$ cat src/rtl/ones_fill_pkg.sv
// ones_fill_pkg
//   Shared types and helpers for the ones_fill LED bar-graph block.
//   fill_state_t : IDLE / RUN / DONE controller states.
//   therm()      : thermometer code of a level, up to MAX_BITS wide.
//                  Used by the RTL to build the LED vector and by the bench
//                  checker to derive the expected LED pattern from a level.
package ones_fill_pkg;

  typedef enum logic [1:0] {IDLE, RUN, DONE} fill_state_t;

  localparam int MAX_BITS = 64;
  localparam int LVL_W    = 7;

  // Level >= MAX_BITS is clamped to all ones so a full bar never needs
  // a shift by the full vector width.
  function automatic logic [MAX_BITS-1:0] therm(input logic [LVL_W-1:0] lvl);
    if (lvl >= 7'd64) return '1;
    return (MAX_BITS'(1) << lvl) - MAX_BITS'(1);
  endfunction

endpackage

$ cat src/rtl/ones_fill_if.sv
// ones_fill_if
//   Valid/ready target handshake between a count source and ones_fill.
//   count_in    : requested number of lit LEDs (CNT_W bits)
//   count_valid : count_in is valid, driven by the source
//   count_ready : block can accept a new target, driven by ones_fill
//   master modport = count source, slave modport = ones_fill.
interface ones_fill_if #(
  parameter int BITS = 16
);
  localparam int CNT_W = $clog2(BITS) + 1;

  logic [CNT_W-1:0] count_in;
  logic             count_valid;
  logic             count_ready;

  modport master (output count_in, output count_valid, input count_ready);
  modport slave  (input count_in, input count_valid, output count_ready);

endinterface

$ cat src/rtl/ones_fill_step_tick.sv
// step_tick
//   Step prescaler: emits a one-cycle tick every STEP_CYCLES enabled cycles.
//   clk     : system clock
//   rst_n   : asynchronous active-low reset
//   clear_i : synchronous clear of the prescaler back to zero
//   en_i    : count enable
//   tick_o  : high during the cycle in which the prescaler is at its last count
module step_tick #(
  parameter int STEP_CYCLES = 1
) (
  input  logic clk,
  input  logic rst_n,
  input  logic clear_i,
  input  logic en_i,
  output logic tick_o
);

  // A one-cycle period still needs a 1-bit counter that simply stays at 0.
  localparam int CW = (STEP_CYCLES > 1) ? $clog2(STEP_CYCLES) : 1;
  localparam logic [CW-1:0] LAST = CW'(STEP_CYCLES - 1);

  logic [CW-1:0] presc_q, presc_d;

  assign tick_o = en_i && (presc_q == LAST);

  always_comb begin
    presc_d = presc_q;
    if (clear_i) begin
      presc_d = '0;
    end else if (en_i) begin
      presc_d = tick_o ? '0 : presc_q + CW'(1);
    end
  end

  always_ff @(posedge clk or negedge rst_n) begin
    if (!rst_n) presc_q <= '0;
    else        presc_q <= presc_d;
  end

endmodule

$ cat src/rtl/ones_fill.sv
// ones_fill
//   Drives a BITS-wide bar graph whose lit length walks one LED per
//   STEP_CYCLES toward each accepted target count.
//   clk    : system clock, rising edge
//   rst_n  : asynchronous active-low reset
//   cnt_if : slave side of the target handshake (count_in/valid/ready)
//   LED    : bar graph, LED[i] = 1 iff i < level
//   level  : current number of lit LEDs
//   busy   : high while moving toward a target and in the done cycle
//   done   : one-cycle pulse once level has reached the target
module ones_fill
  import ones_fill_pkg::*;
#(
  parameter  int BITS        = 16,
  parameter  int STEP_CYCLES = 1_000_000,
  localparam int CNT_W       = $clog2(BITS) + 1
) (
  input  logic             clk,
  input  logic             rst_n,
  ones_fill_if.slave       cnt_if,
  output logic [BITS-1:0]  LED,
  output logic [CNT_W-1:0] level,
  output logic             busy,
  output logic             done
);

  fill_state_t      state_q, state_d;
  logic [CNT_W-1:0] level_q, level_d;
  logic [CNT_W-1:0] target_q, target_d;
  logic [BITS-1:0]  led_q;
  logic             ready_q, busy_q, done_q;
  logic             stepEn, stepTick;

  // The prescaler only runs while there is still distance to cover and is
  // held at zero outside RUN, so every fill starts a fresh step period.
  assign stepEn = (state_q == RUN) && (level_q != target_q);

  step_tick #(.STEP_CYCLES(STEP_CYCLES)) u_step_tick (
    .clk    (clk),
    .rst_n  (rst_n),
    .clear_i(state_q != RUN),
    .en_i   (stepEn),
    .tick_o (stepTick)
  );

  always_comb begin
    state_d  = state_q;
    level_d  = level_q;
    target_d = target_q;
    unique case (state_q)
      IDLE: begin
        if (cnt_if.count_valid && ready_q) begin
          // Requests above the bar length saturate instead of wrapping.
          target_d = (cnt_if.count_in > CNT_W'(BITS)) ? CNT_W'(BITS) : cnt_if.count_in;
          state_d  = RUN;
        end
      end
      RUN: begin
        if (level_q == target_q) begin
          state_d = DONE;
        end else if (stepTick) begin
          level_d = (target_q > level_q) ? level_q + CNT_W'(1) : level_q - CNT_W'(1);
        end
      end
      DONE: state_d = IDLE;
      default: state_d = IDLE;
    endcase
  end

  // All outputs are registered from next-state values so they line up with
  // the state they describe and never glitch.
  always_ff @(posedge clk or negedge rst_n) begin
    if (!rst_n) begin
      state_q  <= IDLE;
      level_q  <= '0;
      target_q <= '0;
      led_q    <= '0;
      ready_q  <= 1'b1;
      busy_q   <= 1'b0;
      done_q   <= 1'b0;
    end else begin
      state_q  <= state_d;
      level_q  <= level_d;
      target_q <= target_d;
      led_q    <= BITS'(therm(LVL_W'(level_d)));
      ready_q  <= (state_d == IDLE);
      busy_q   <= (state_d != IDLE);
      done_q   <= (state_d == DONE);
    end
  end

  assign cnt_if.count_ready = ready_q;
  assign LED   = led_q;
  assign level = level_q;
  assign busy  = busy_q;
  assign done  = done_q;

endmodule
$ cat src/flat_wrapper.sv
// flat-port wrapper written by rule: the top's interface ports become plain ports
module ones_fill_flat import ones_fill_pkg::*;
#(
  parameter  int BITS        = 16,
  parameter  int STEP_CYCLES = 1_000_000,
  localparam int CNT_W       = $clog2(BITS) + 1
)
  (clk, rst_n, LED, level, busy, done, cnt_if_count_in, cnt_if_count_valid, cnt_if_count_ready);
  ones_fill_if #(.BITS(BITS)) cnt_if_i ();
  input  logic clk;
  input  logic rst_n;
  output logic [BITS-1:0] LED;
  output logic [CNT_W-1:0] level;
  output logic busy;
  output logic done;
  input wire logic [$bits(cnt_if_i.count_in)-1:0] cnt_if_count_in;
  input wire logic [$bits(cnt_if_i.count_valid)-1:0] cnt_if_count_valid;
  output wire logic [$bits(cnt_if_i.count_ready)-1:0] cnt_if_count_ready;
  assign cnt_if_i.count_in = cnt_if_count_in;
  assign cnt_if_i.count_valid = cnt_if_count_valid;
  assign cnt_if_count_ready = cnt_if_i.count_ready;
  ones_fill #(.BITS(BITS), .STEP_CYCLES(STEP_CYCLES)) u_core (.clk(clk), .rst_n(rst_n), .cnt_if(cnt_if_i), .LED(LED), .level(level), .busy(busy), .done(done));
endmodule
$ cat config.mk
export PLATFORM = sky130hd
export DESIGN_NAME = ones_fill_flat
export DESIGN_NICKNAME = d
export VERILOG_FILES = /design/src/rtl/ones_fill_pkg.sv /design/src/rtl/ones_fill_if.sv /design/src/rtl/ones_fill_step_tick.sv /design/src/rtl/ones_fill.sv /design/src/flat_wrapper.sv
export SDC_FILE = /design/constraint.sdc
export NUM_CORES = 1
export LEC_CHECK = 0
export ABC_AREA = 1
export BUFFER_PORTS_ARGS = -buffer_cell sky130_fd_sc_hd__buf_2
export CAP_MARGIN = 20
export CELL_PAD_IN_SITES_DETAIL_PLACEMENT = 2
export CELL_PAD_IN_SITES_GLOBAL_PLACEMENT = 2
export CORE_MARGIN = 5
export CORE_UTILIZATION = 35
export DETAILED_ROUTE_END_ITERATION = 6
export PLACE_DENSITY_LB_ADDON = 0.1
export SETUP_SLACK_MARGIN = 0.05
export SLEW_MARGIN = 0
export SYNTH_ARGS = -nofsm -noshare
export SYNTH_HDL_FRONTEND = slang
export SYNTH_SLANG_ARGS = --single-unit
export TNS_END_PERCENT = 5
$ cat constraint.sdc
create_clock -name clk -period 4.2 [get_ports clk]
set_clock_uncertainty 0.05 [all_clocks]
set_input_delay 0.21 -clock clk [delete_from_list [all_inputs] [get_ports clk]]
set_output_delay 0.21 -clock clk [all_outputs]
set_load 0.02 [all_outputs]
# Word-level counts from Yosys, hierarchy flattened
# Index checks and enable logic that the tools add are counted.
[classes] n_reduce_logical=8 n_mux=11 eq_ne=6 n_addsub=4 n_shift=1 order_cmp=2
[op_table] cell="$mux W20" n=3
[op_table] cell="$mux W5" n=5
[op_table] cell="$add A20 B1 Y20 const B" n=1
[op_table] cell="$eq A20 B20 Y1 const B" n=1
[op_table] cell="$shl A1 B5 Y16 const A" n=1
[op_table] cell="$sub A16 B2 Y16 const B" n=1
[op_table] cell="$add A5 B1 Y5 const B" n=1
[op_table] cell="$eq A5 B5 Y1" n=1
[op_table] cell="$gt A5 B5 Y1" n=1
[op_table] cell="$gt A5 B5 Y1 const B" n=1
[op_table] cell="$ne A5 B5 Y1" n=1
[op_table] cell="$sub A5 B1 Y5 const B" n=1
[op_table] cell="$logic_not A2 Y1" n=2
[op_table] cell="$mux W2" n=2
[op_table] cell="$pmux W2 S2" n=1
[op_table] cell="$reduce_bool A2 Y1" n=2
[op_table] cell="$logic_and A1 B1 Y1" n=3
[op_table] cell="$eq A2 B1 Y1 const B" n=1
[op_table] cell="$eq A2 B2 Y1 const B" n=1
[op_table] cell="$ne A2 B1 Y1 const B" n=1
[op_table] cell="$reduce_and A2 Y1" n=1
[word_totals] output_inout_bits=24 wordCells=40 ff_bits=51

# Longest topological paths before layout
# Gate-level depths: netlist of run 1.
[logic_depth] depth_word=8 ltp_mapped=23

# Cells and area by module
# Synthesis of run 1 repeated with hierarchy kept, for this count alone.
[unflattened] hier_cells=433 area_unflattened_um2=3246.9
[modules_own_cells] module="ones_fill" area_per_inst_um2=1885.6 cells_each=236 instances=1
[modules_own_cells] module="step_tick" area_per_inst_um2=1361.3 cells_each=197 instances=1

# Worst setup path after synthesis of run 1
# Ideal clock, no wire load.
[synth_timing] path_kind="reg-to-reg" from="register u_core.level_q[4], in the netlist u_core.level[4]" to="register u_core.led_q[14], in the netlist u_core.LED[14]" path_slack_ns=0.870 required_time_ns=4.033 t_arrival_ns=3.163 stages_incl_launch_ff=22 cell_sequence="dfrtp_1 -> inv_1 -> ha_1 -> nand2_1 -> nor2_2 -> nand2_1 -> nand2_1 -> inv_1 -> fa_1 -> nor2_1 -> nor2_1 -> nand3_1 -> nand3_1 -> nand2_2 -> nand2_4 -> nor2_8 -> nand4_1 -> ha_1 -> nand3_2 -> nand2_1 -> o21ai_1 -> inv_1"
[synth_between] elab_chain_len=8 elab_cells_between_ends=13 classes_between="add/sub (3); order compare (1); eq/ne (2); shift (1); mux (4); reduce/logical (2)"
[synth_lines] element="start, declared" line="ones_fill.sv:28" source="logic [CNT_W-1:0] level_q, level_d;"
[synth_lines] element="start signal, assigned" line="ones_fill.sv:83" source="level_q <= level_d;"
[synth_lines] element="branches (longest 5 deep; another with $sub A5 B1 Y5)"
[synth_lines] element="$mux W5 (*)" line="ones_fill.sv:50" source="unique case (state_q)"
[synth_lines] element="named net u_core.level_d[4]" line="ones_fill.sv:28"
[synth_lines] element="$shl A1 B5 Y16 (*)" line="ones_fill_pkg.sv:18" source="return (MAX_BITS'(1) << lvl) - MAX_BITS'(1);"
[synth_lines] element="$sub A16 B2 Y16 (*)" line="ones_fill_pkg.sv:18"
[synth_lines] element="end signal, assigned" line="ones_fill.sv:85" source="led_q <= BITS'(therm(LVL_W'(level_d)));"
[synth_lines] element="end, declared" line="ones_fill.sv:30" source="logic [BITS-1:0] led_q;"
# Mark *: on every way through the listed nets, which the timed path passes.
# A chain may end at the register's enable or synchronous reset.

# Worst setup path after layout of run 1
# Ends and elaborated chain as after synthesis.

==> flow_metrics.py, run 1 <==
metrics = {
    "floorplanning": {
        "ios": 32,
        "die_h_um": 102,
        "fp.dieW_um": 102,
        "core_um2": 8260,
        "rows": 33,
        "dieArea_um2": 10400,
        "start_util_pct": 35.9,
    },
    "setup_path": {
        "cp_slowest_cell": "fa_1",
        "crit_type": "reg -> reg",
        "cpPeakStageDelay_ns": 0.43,
        "regToRegSetupSlack_ns": 0.46,
        "timing.rr.start": "u_core.level[4]",
        "worstPathRequired_ns": 4.36,
        "crit_end": "u_core.LED[14]",
        "path_cells": "inv_1 -> ha_1 -> nand2_1 -> nor2_2 -> nand2_1 -> nand2_2 -> inv_1 -> fa_1 -> nor2_1 -> nor2_1 -> nand3_1 -> nand3_1 -> nand2_2 -> nand2_4 -> nor2_8 -> nand4_1 -> ha_1 -> nand3_2 -> nand2_1 -> o21ai_1 -> inv_1",
        "end_kind": "flop",
        "reg2reg_depth": 21,
        "worst-path-max-fanout": 10,
        "crit_start": "u_core.level[4]",
        "arrival_ns": 3.90,
        "r2r_end": "u_core.LED[14]",
        "crit_path_start_kind": "flop",
    },
    "route": {
        "drtIter0Drc": 42,
        "wl_um": 8620,
        "dr.pass1.iters": 4,
        "wl_per_cell_um": 16.8,
        "route.detailed.drc": 0,
        "postRouteAntennaNets": 0,
        "met3WireLength_um": 194,
        "avgViaCountPerCell": 5.10,
        "routed-via-count": 2610,
        "met2_length_um": 4210,
        "met1Wirelength_um": 4130,
        "highest_layer": "met4",
    },
    "sta": {
        "rsz0062_at_grt": "no",
        "hold_viol": 0,
        "max_freq_mhz": 268,
        "period_share_pct": 89.0,
        "fin_tns_setup_ns": 0,
        "maxSlewHeadroom_pct": 54.6,
        "setup_viol": 0,
        "drv_slew": 0,
        "timing.final.crit_period_ns": 3.74,
        "worst_slew_pin_slew_ns": 0.675,
    },
    "global_routing": {
        "grt-ovfl-total": 0,
        "grt_use_total_pct": 17.7,
        "grt_pass1_wl_um": 14600,
        "grt_max_degree": 52,
        "grt_pass1_vias": 2903,
        "antenna_found_initial": 0,
    },
    "clocking": {
        "insertion_delay_ns": 0.31,
        "cts_buffers": 5,
        "cts_buffer_depth": 2,
        "tritoncts": "yes",
        "cts_setup_buffers": 0,
        "path_clk_slew_ns": 0.10,
        "cts_sinks": 51,
        "cts_root_buffer": "clkbuf_8",
        "htree_levels": 2,
    },
    "finish": {
        "areaGrowthSynthToFinish_pct": 14.6,
        "drive_above_1_share_pct": 17.2,
        "diodes": 0,
        "fin_nets": 425,
    },
    "power_and_ir_drop": {
        "power.total_uw": 919,
        "leakage_uw": 0.00169,
        "peakVddDrop_v": 0.000125,
        "power_density_nw_per_um2": 270,
    },
    "logic_synthesis": {
        "avgSynthCellArea_um2": 8.06,
        "ys_ff_latch": 51,
        "syn-cell-area_um2": 2970,
        "ys_types": 41,
        "synth_seq_area_share_pct": 43.1,
        "syn_inst": 368,
        "syn_nets": 387,
        "yosysWarnings": 0,
    },
    "hold_path": {
        "hp-class": "in -> reg",
    },
    "run": {
        "cap_violations": 0,
    },
    "placed_design": {
        "place.gp.congestion": 0.782,
        "hpwlAfterDp_um": 6600,
        "io_buffers": 31,
    },
    "outcome": {
        "status": "complete, no violations",
    },
}
critical path, delay by kind of cell, from the launching register on:
| family | cells | cell delay, ns |
|---|---|---|
| compound gates | 1 | 0.07 |
| simple gates | 14 | 1.84 |
| buf+inv | 3 | 0.23 |
| flops | 1 | 0.42 |
| fa+ha+maj | 3 | 1.04 |
report_power, final:
| part | switching, uW | internal (uW) | total [uW] |
|---|---|---|---|
| registers | 0 | 491 | 491 |
| logic | 11.9 | 3.80 | 15.7 |
| clock network | 174 | 238 | 413 |
cell type report:
type,count,area (um^2)
Timing Repair Buffer,34,180
Fill cell,967,4860
Clock inverter,2,60.1
Multi-Input combinational cell,270,1510
Sequential cell,51,1280
Clock buffer,6,72.6
Inverter,44,168
Tap cell,105,131
cell usage in the layout (no fill, tap or decap), types with 10 or more instances in the layout:
cell type / count
nor2_1: 44
inv_1: 41
a21oi_1: 10
dfrtp_1: 50
xor2_1: 10
nand3_1: 24
o21ai_0: 15
nand2_1: 94
nand4_1: 10
ha_1: 10
buf_2: 31
worst min path at each step:
stage	from	to	depth (start not counted)
after detailed placement	rst_n	u_core.u_step_tick.presc_q[14]	2
after CTS	cnt_if_count_in[0]	u_core.target_q[0]	3
final	cnt_if_count_in[0]	u_core.target_q[0]	3
after global placement	rst_n	u_core.u_step_tick.presc_q[17]	2
after global routing	cnt_if_count_in[0]	u_core.target_q[0]	3
after floorplan	rst_n	u_core.LED[0]	0
flip-flops by register name, indices dropped and copies added, names as in the netlist:
name / count
u_core.u_step_tick.presc_q: 20
u_core.LED: 16
u_core.level: 5
u_core.target_q: 5
u_core.state_q: 2
u_core.busy: 1
u_core.cnt_if.count_ready: 1
u_core.done: 1
cells in the mapped netlist, drive strengths merged:
cell      n  area [um^2]
a31oi     2         12.5
o32ai     1         8.76
dfstp     1         26.3
a22o      2         17.5
fa        1         20.0
o21ai    19          106
nor4      3         25.0
nor3      5         36.3
inv      43          164
nand2   103          422
o22ai     4         25.0
dfrtp    50         1250
buf       1         5.00
a21o      1         7.51
clkinv    1         3.75
xor2     10         87.6
clkbuf    2         7.51
a32o      1         10.0
o211ai    1         7.51
nor2     50          235
xnor2     2         17.5
nand4    10         62.6
o41ai     1         8.76
nand3    32          208
a21oi    11         58.8
o21bai    1         7.51
ha       10          125
kinds of logic (layout without fill, tap and decap cells):
kind of cell             after synthesis  count (layout)  synth area share [%]
AO/OA/AOI/OAI                         44              44                  9.11
XOR/XNOR                              12              12                  3.54
adder cells (fa/ha/maj)               11              11                  4.89
buffers and inverters                 47              86                  6.07
flip-flops                            51              51                  43.1
AND/OR/NAND/NOR                      203             203                  33.3
per-stage QoR:
stage	worst slack, ns	instances	area, um^2	util, %	hold WS, ns
floorplan	0.870	368	2970	-	-0.136
global placement	0.637	503	3260	39.4	0.325
detailed placement	0.386	503	3260	39.4	0.331
CTS	0.350	512	3400	41.2	0.0901
global route	0.111	512	3400	41.2	0.0864
finish	0.462	512	3400	41.2	0.0849
what timing repair did:
item                                    in CTS  in global routing
endpoints found under the setup margin       0                  1
resized for setup                            0                  1
hold buffers                                 1                  0
hold endpoints to repair                    37                  0
per-layer routing:
layer,vias to the layer above,track usage (%)
li1,1272,-
met1,1305,23.6
met2,26,30.4
met3,7,2.39
met4,0,4.24
met5,-,0
Note: power is estimated with default switching activity, not from simulation.
==> run 2, diff against run 1 <==
--- a/config.mk
+++ b/config.mk
@@ -5,13 +5,12 @@
 export SDC_FILE = /design/constraint.sdc
 export NUM_CORES = 1
 export LEC_CHECK = 0
-export ABC_AREA = 1
 export BUFFER_PORTS_ARGS = -buffer_cell sky130_fd_sc_hd__buf_2
 export CAP_MARGIN = 20
 export CELL_PAD_IN_SITES_DETAIL_PLACEMENT = 2
 export CELL_PAD_IN_SITES_GLOBAL_PLACEMENT = 2
 export CORE_MARGIN = 5
-export CORE_UTILIZATION = 35
+export CORE_UTILIZATION = 36
 export DETAILED_ROUTE_END_ITERATION = 6
 export PLACE_DENSITY_LB_ADDON = 0.1
 export SETUP_SLACK_MARGIN = 0.05
==> run 2 against run 1 <==
  * Worst setup slack worse by 0.13 ns
  * Die area is 13% lower
  * Largest power group unchanged
  * Synthesized cell count is 27% lower
  * Highest routed layer unchanged
  * Maximum frequency is 3.3% lower
  * Combinational power grew to 32 times the previous value
  * Critical path type unchanged
==> flow_metrics.py, run 2 <==
metrics = {
    "floorplanning": {
        "start_util_pct": 36.5,
        "ios": 32,
        "rows": 31,
        "fp.dieW_um": 95.0,
        "core_um2": 7140,
        "dieArea_um2": 9030,
        "die_h_um": 95.0,
    },
    "logic_synthesis": {
        "yosysTopAreaCellShare_pct": 48.1,
        "yosysWarnings": 0,
        "async_flop_share_pct": 100,
        "yosysMostFrequentCell": "dfrtp_1",
        "ys_types": 51,
        "yosysTopAreaCell": "dfrtp_1",
        "ys_ff_latch": 51,
        "syn-cell-area_um2": 2600,
        "synth_seq_area_share_pct": 49.1,
        "syn_inst": 268,
        "synth_flop_cell": "dfrtp_1",
        "avgSynthCellArea_um2": 9.71,
        "ys_top_cells_by_area": "dfrtp_1 48%, o21ai_0 5.4%, ha_1 4.8%",
        "synth_enable_flop_cells": 0,
        "yosys-top-cells-count": "50 x dfrtp_1, 31 x nand2_1, 28 x o21ai_0, 21 x nor2_1, 14 x inv_1",
        "syn_nets": 287,
    },
    "setup_path": {
        "cpPeakStageDelay_ns": 0.39,
        "cp_common_cell": "inv_1",
        "arrival_ns": 3.98,
        "cp_slowest_cell": "dfrtp_1",
        "crit_type": "reg -> reg",
        "worst-path-max-fanout": 6,
        "path_cells": "inv_1 -> ha_1 -> and3_1 -> a31oi_1 -> o31a_1 -> inv_1 -> ha_1 -> a21o_1 -> a21oi_1 -> xor2_1 -> mux2i_1 -> o31ai_2 -> nand3_1 -> ha_4 -> inv_1 -> o21ai_1 -> o221ai_1",
        "crit_path_start_kind": "flop",
        "end_kind": "flop",
        "worstPathRequired_ns": 4.32,
    },
    "global_routing": {
        "grt_max_degree": 52,
        "grt_use_total_pct": 16.3,
        "grt_pass1_wl_um": 11600,
        "grt-ovfl-total": 0,
        "antenna_found_initial": 0,
        "grt_pass1_vias": 2336,
    },
    "route": {
        "highest_layer": "met4",
        "avgViaCountPerCell": 5.23,
        "route.detailed.drc": 0,
        "drtIter0Drc": 32,
        "wl_um": 6940,
        "met2_length_um": 3560,
        "postRouteAntennaNets": 0,
        "met1Wirelength_um": 3170,
        "met3WireLength_um": 162,
        "dr.pass1.iters": 3,
        "routed-via-count": 2165,
        "wl_per_cell_um": 16.8,
    },
    "outcome": {
        "status": "complete, no violations",
    },
    "finish": {
        "register_area_um2": 1280,
        "final_common_cell": "dfrtp_1",
        "diodes": 0,
        "multi_input_area_um2": 1240,
        "largest_register_ffs": 20,
        "top_register": "u_core.u_step_tick.presc_q",
        "areaGrowthSynthToFinish_pct": 18.9,
        "final_area_um2": 3090,
        "fillers": 821,
        "drive_above_1_share_pct": 21.3,
        "final_cell_mix": "49 x dfrtp_1, 31 x nand2_1, 31 x buf_2",
        "fin_nets": 333,
    },
    "hold_path": {
        "hp-class": "in -> reg",
    },
    "placed_design": {
        "place.gp.congestion": 0.784,
        "postPlaceCellArea_um2": 2920,
        "hpwlAfterDp_um": 5020,
        "io_buffers": 31,
    },
    "clocking": {
        "cts_sinks": 51,
        "insertion_delay_ns": 0.30,
        "cts_buffer_depth": 2,
        "cts_buffers": 5,
        "cts_root_buffer": "clkbuf_8",
        "tritoncts": "yes",
        "htree_levels": 2,
        "path_clk_slew_ns": 0.10,
    },
    "sta": {
        "rsz0062_at_grt": "no",
        "maxSlewHeadroom_pct": 55.2,
        "setup_viol": 0,
        "max_freq_mhz": 259,
        "worst_slew_pin_slew_ns": 0.672,
        "hold_viol": 0,
        "timing.final.crit_period_ns": 3.86,
        "period_share_pct": 92.0,
        "drv_slew": 0,
    },
    "power_and_ir_drop": {
        "power.total_uw": 1430,
        "leakage_uw": 0.00150,
        "power_density_nw_per_um2": 463,
        "peakVddDrop_v": 0.000186,
    },
    "run": {
        "cap_violations": 0,
    },
}
-- run 2: cells by family (layout without fill, tap and decap cells) --
group                    after synthesis  count (layout)  share of synthesized area [%]
AO/OA/AOI/OAI                         69              69                           16.7
XOR/XNOR                              12              12                           4.04
adder cells (fa/ha/maj)               11              11                           5.58
buffers and inverters                 23              70                           3.85
flip-flops                            51              51                           49.1
multiplexers                           4               4                           1.63
AND/OR/NAND/NOR                       98              98                           19.1
-- run 2: timing repair --
| item | in CTS | in global routing |
|---|---|---|
| endpoints found under the hold margin | 35 | 0 |
| hold buffers | 1 | 0 |
| gates resized for setup | 2 | 3 |
| endpoints found under the setup margin | 3 | 4 |
| setup buffers | 0 | 5 |
| gates cloned | 0 | 0 |
| pin swaps | 0 | 2 |
-- run 2: critical path: cells and delay by family, from the launching register on --
family                   cells  cell delay, ns
AO/OA/AOI/OAI                7            1.29
XOR/XNOR                     1            0.24
flip-flops                   1            0.39
multiplexers                 1            0.26
AND/OR/NAND/NOR              2            0.38
buffers and inverters        3            0.28
adder cells (fa/ha/maj)      3            0.82
-- run 2: metal layers --
metal	up-vias	global-route usage, %
met5	-	0
met4	0	4.21
met3	4	2.84
met2	21	29.1
met1	1096	20.3
li1	1044	-
-- run 2: layout make-up --
cell class                 instances  area share (%)
multi-input combinational        194            40.1
clock buffer                       5            2.22
clock inverter                     3            1.50
sequential                        51            41.3
tap                               99            4.00
timing repair buffer              47            8.98
inverter                          15            1.90
-- run 2: where the power goes --
part / total [uW] / internal, uW / switching (uW)
registers: 569 / 544 / 25.0
clock network: 352 / 180 / 172
logic: 510 / 195 / 315
total: 1430 / 918 / 513
-- run 2: path summary, 6_finish.rpt --
| path | start | end | slack, ns | depth (start not counted) |
|---|---|---|---|---|
| worst max-delay path | u_core.level[1] | u_core.LED[12] | 0.34 | 17 |
| worst min-delay path | cnt_if_count_in[3] | u_core.target_q[3] | 0.10 | 3 |
| worst max register to register | u_core.level[1] | u_core.LED[12] | 0.34 | 17 |
| worst min register to register | u_core.target_q[0] | u_core.target_q[0] | 0.45 | 2 |
| max in group asynchronous | rst_n | u_core.level[3] | 3.11 | 3 |
| min in group asynchronous | rst_n | u_core.LED[6] | 0.48 | 3 |
-- run 2: metrics by stage --
| stage | TNS, ns | setup slack [ns] | hold slack (ns) | instances | utilization (%) |
|---|---|---|---|---|---|
| 3_5_place_dp | -0.0341 | -0.0335 | 0.332 | 400 | 40.8 |
| 4_1_cts | 0 | 0.125 | 0.0894 | 409 | 42.8 |
| 2_1_floorplan | 0 | 0.171 | -0.136 | 268 | - |
| 6_report | 0 | 0.336 | 0.103 | 414 | 43.4 |
| 5_1_grt | 0 | 0.0390 | 0.0983 | 414 | 43.4 |
| 3_3_place_gp | 0 | 0.193 | 0.328 | 400 | 40.8 |
==> run 3, diff against run 2 <==
--- a/config.mk
+++ b/config.mk
@@ -13,6 +13,7 @@
 export CORE_UTILIZATION = 36
 export DETAILED_ROUTE_END_ITERATION = 6
 export PLACE_DENSITY_LB_ADDON = 0.1
+export RECOVER_POWER = 100
 export SETUP_SLACK_MARGIN = 0.05
 export SLEW_MARGIN = 0
 export SYNTH_ARGS = -nofsm -noshare
==> run 3 against run 2 <==
  * The flow now finishes with violations (max-capacitance violations, max-slew violations)
  * Sequential share of layout area is 0.69 points higher
  * Sequential power hardly changed
  * Clock power hardly changed
  * Maximum frequency is 1.8% lower
  * Critical endpoint is now u_core.LED[6]
==> flow_metrics.py, run 3 (synthesis results as in run 2) <==
metrics = {
    "power_and_ir_drop": {
        "leakage_uw": 0.00138,
        "peakVddDrop_v": 0.000187,
        "power_density_nw_per_um2": 467,
    },
    "placed_design": {
        "place.gp.congestion": 0.784,
        "io_buffers": 31,
        "postPlaceCellArea_um2": 2920,
        "hpwlAfterDp_um": 5020,
    },
    "floorplanning": {
        "ios": 32,
        "rows": 31,
        "die_h_um": 95.0,
        "dieArea_um2": 9030,
        "fp.dieW_um": 95.0,
        "start_util_pct": 36.5,
        "core_um2": 7140,
    },
    "setup_path": {
        "cpPeakStageDelay_ns": 0.55,
        "arrival_ns": 4.09,
        "worst-path-max-fanout": 10,
        "crit_type": "reg -> reg",
        "crit_path_start_kind": "flop",
        "critPathTopFamily": "simple AND/OR/NAND/NOR gates",
        "path_cells": "or4_1 -> or4_4 -> nor3_1 -> clkbuf_1 -> nor3b_2 -> mux2i_1 -> o31ai_2 -> nand3_1 -> ha_4 -> buf_4 -> o311ai_1",
        "worst-path-stages": 11,
        "critPathBufInv": 2,
        "worstPathRequired_ns": 4.36,
        "cp_slowest_cell": "or4_4",
        "end_kind": "flop",
        "reg2reg_depth": 11,
    },
    "clocking": {
        "htree_levels": 2,
        "cts_buffer_depth": 2,
        "cts_sinks": 51,
        "tritoncts": "yes",
        "insertion_delay_ns": 0.31,
        "cts_buffers": 5,
        "cts_root_buffer": "clkbuf_8",
        "path_clk_slew_ns": 0.10,
    },
    "route": {
        "routed-via-count": 2169,
        "postRouteAntennaNets": 0,
        "drtIter0Drc": 37,
        "route.detailed.drc": 0,
        "wl_um": 6960,
        "wl_per_cell_um": 16.8,
        "avgViaCountPerCell": 5.24,
        "dr.pass1.iters": 4,
    },
    "outcome": {
        "violations": "max-capacitance violations, max-slew violations",
        "status": "finished with violations",
    },
    "finish": {
        "fin_nets": 333,
        "final_area_um2": 3040,
        "fillers": 831,
        "drive_above_1_share_pct": 11.7,
        "top_register": "u_core.u_step_tick.presc_q",
        "diodes": 0,
        "final_common_cell": "dfrtp_1",
        "final_cell_mix": "50 x dfrtp_1, 31 x nand2_1, 28 x clkbuf_1",
        "areaGrowthSynthToFinish_pct": 16.8,
        "largest_register_ffs": 20,
    },
    "sta": {
        "worst_slew_pin_slew_ns": 2.82,
        "rsz0062_at_grt": "no",
        "maxSlewHeadroom_pct": -88.3,
        "setup_viol": 0,
        "drv_slew": 52,
        "fin_hold_ws_ns": 0.101,
        "timing.final.crit_period_ns": 3.93,
        "period_share_pct": 93.6,
        "hold_viol": 0,
        "max_freq_mhz": 254,
    },
    "hold_path": {
        "hp-class": "in -> reg",
        "holdPathStages": 3,
    },
    "global_routing": {
        "grt_use_total_pct": 16.3,
        "grt_pass1_vias": 2336,
        "grt-ovfl-total": 0,
        "grt_pass1_wl_um": 11600,
        "grt_max_degree": 52,
        "antenna_found_initial": 0,
    },
    "run": {
        "cap_violations": 1,
    },
}
==> run 3: final timing paths <==
check / end / start / slack [ns]
max: u_core.LED[6] / u_core.u_step_tick.presc_q[11] / 0.27
max reg2reg: u_core.LED[6] / u_core.u_step_tick.presc_q[11] / 0.27
min: u_core.target_q[3] / cnt_if_count_in[3] / 0.10
max in group asynchronous: u_core.u_step_tick.presc_q[9] / rst_n / 1.12
min reg2reg: u_core.target_q[0] / u_core.target_q[0] / 0.45
min in group asynchronous: u_core.LED[6] / rst_n / 1.37
==> run 3: what timing repair did <==
item,CTS,global route
endpoints found under the setup margin,3,4
pin swaps,0,2
gates resized for setup,2,3
hold buffers,1,0
setup buffers,0,5
endpoints found under the hold margin,35,0
==> run 3: worst register-to-register path: stages (launching register included) <==
cell and delay (ns):
dfrtp_1 0.44, or4_1 0.51, or4_4 0.55, nor3_1 0.40, clkbuf_1 0.46, nor3b_2 0.27
mux2i_1 0.11, o31ai_2 0.14, nand3_1 0.22, ha_4 0.23, buf_4 0.15, o311ai_1 0.29
==> run 3: stage by stage <==
stage | setup slack (ns) | setup TNS (ns) | total power, uW | util (%) | cells
detailed placement | -0.0335 | -0.0341 | 1070 | 40.8 | 400
finish | 0.267 | 0 | 1420 | 42.6 | 414
CTS | 0.125 | 0 | 1430 | 42.8 | 409
floorplan | 0.171 | 0 | 910 | - | 268
global placement | 0.193 | 0 | 1040 | 40.8 | 400
global route | 0.0388 | 0 | 1530 | 42.6 | 414
==> run 3: layout make-up <==
type | instances | area [um^2] | area share, %
Clock inverter | 3 | 46.3 | 1.52
Timing Repair Buffer | 47 | 230 | 7.57
Clock buffer | 5 | 68.8 | 2.26
Sequential cell | 51 | 1280 | 42.0
Tap cell | 99 | 124 | 4.07
Inverter | 15 | 58.8 | 1.93
Multi-Input combinational cell | 194 | 1230 | 40.6
==> run 3: power breakdown <==
part           internal, uW  total, uW  switching [uW]
combinational           180        494             314
sequential              544        570            25.7
clock                   180        355             175
==> run 3: metal layers <==
| layer | global-route usage [%] | vias up | wire, um |
|---|---|---|---|
| met2 | 29.1 | 26 | 3520 |
| met3 | 2.84 | 5 | 187 |
| met4 | 4.21 | 0 | 55 |
| li1 | - | 1049 | - |
| met1 | 20.3 | 1089 | 3210 |
| met5 | 0 | - | 0 |
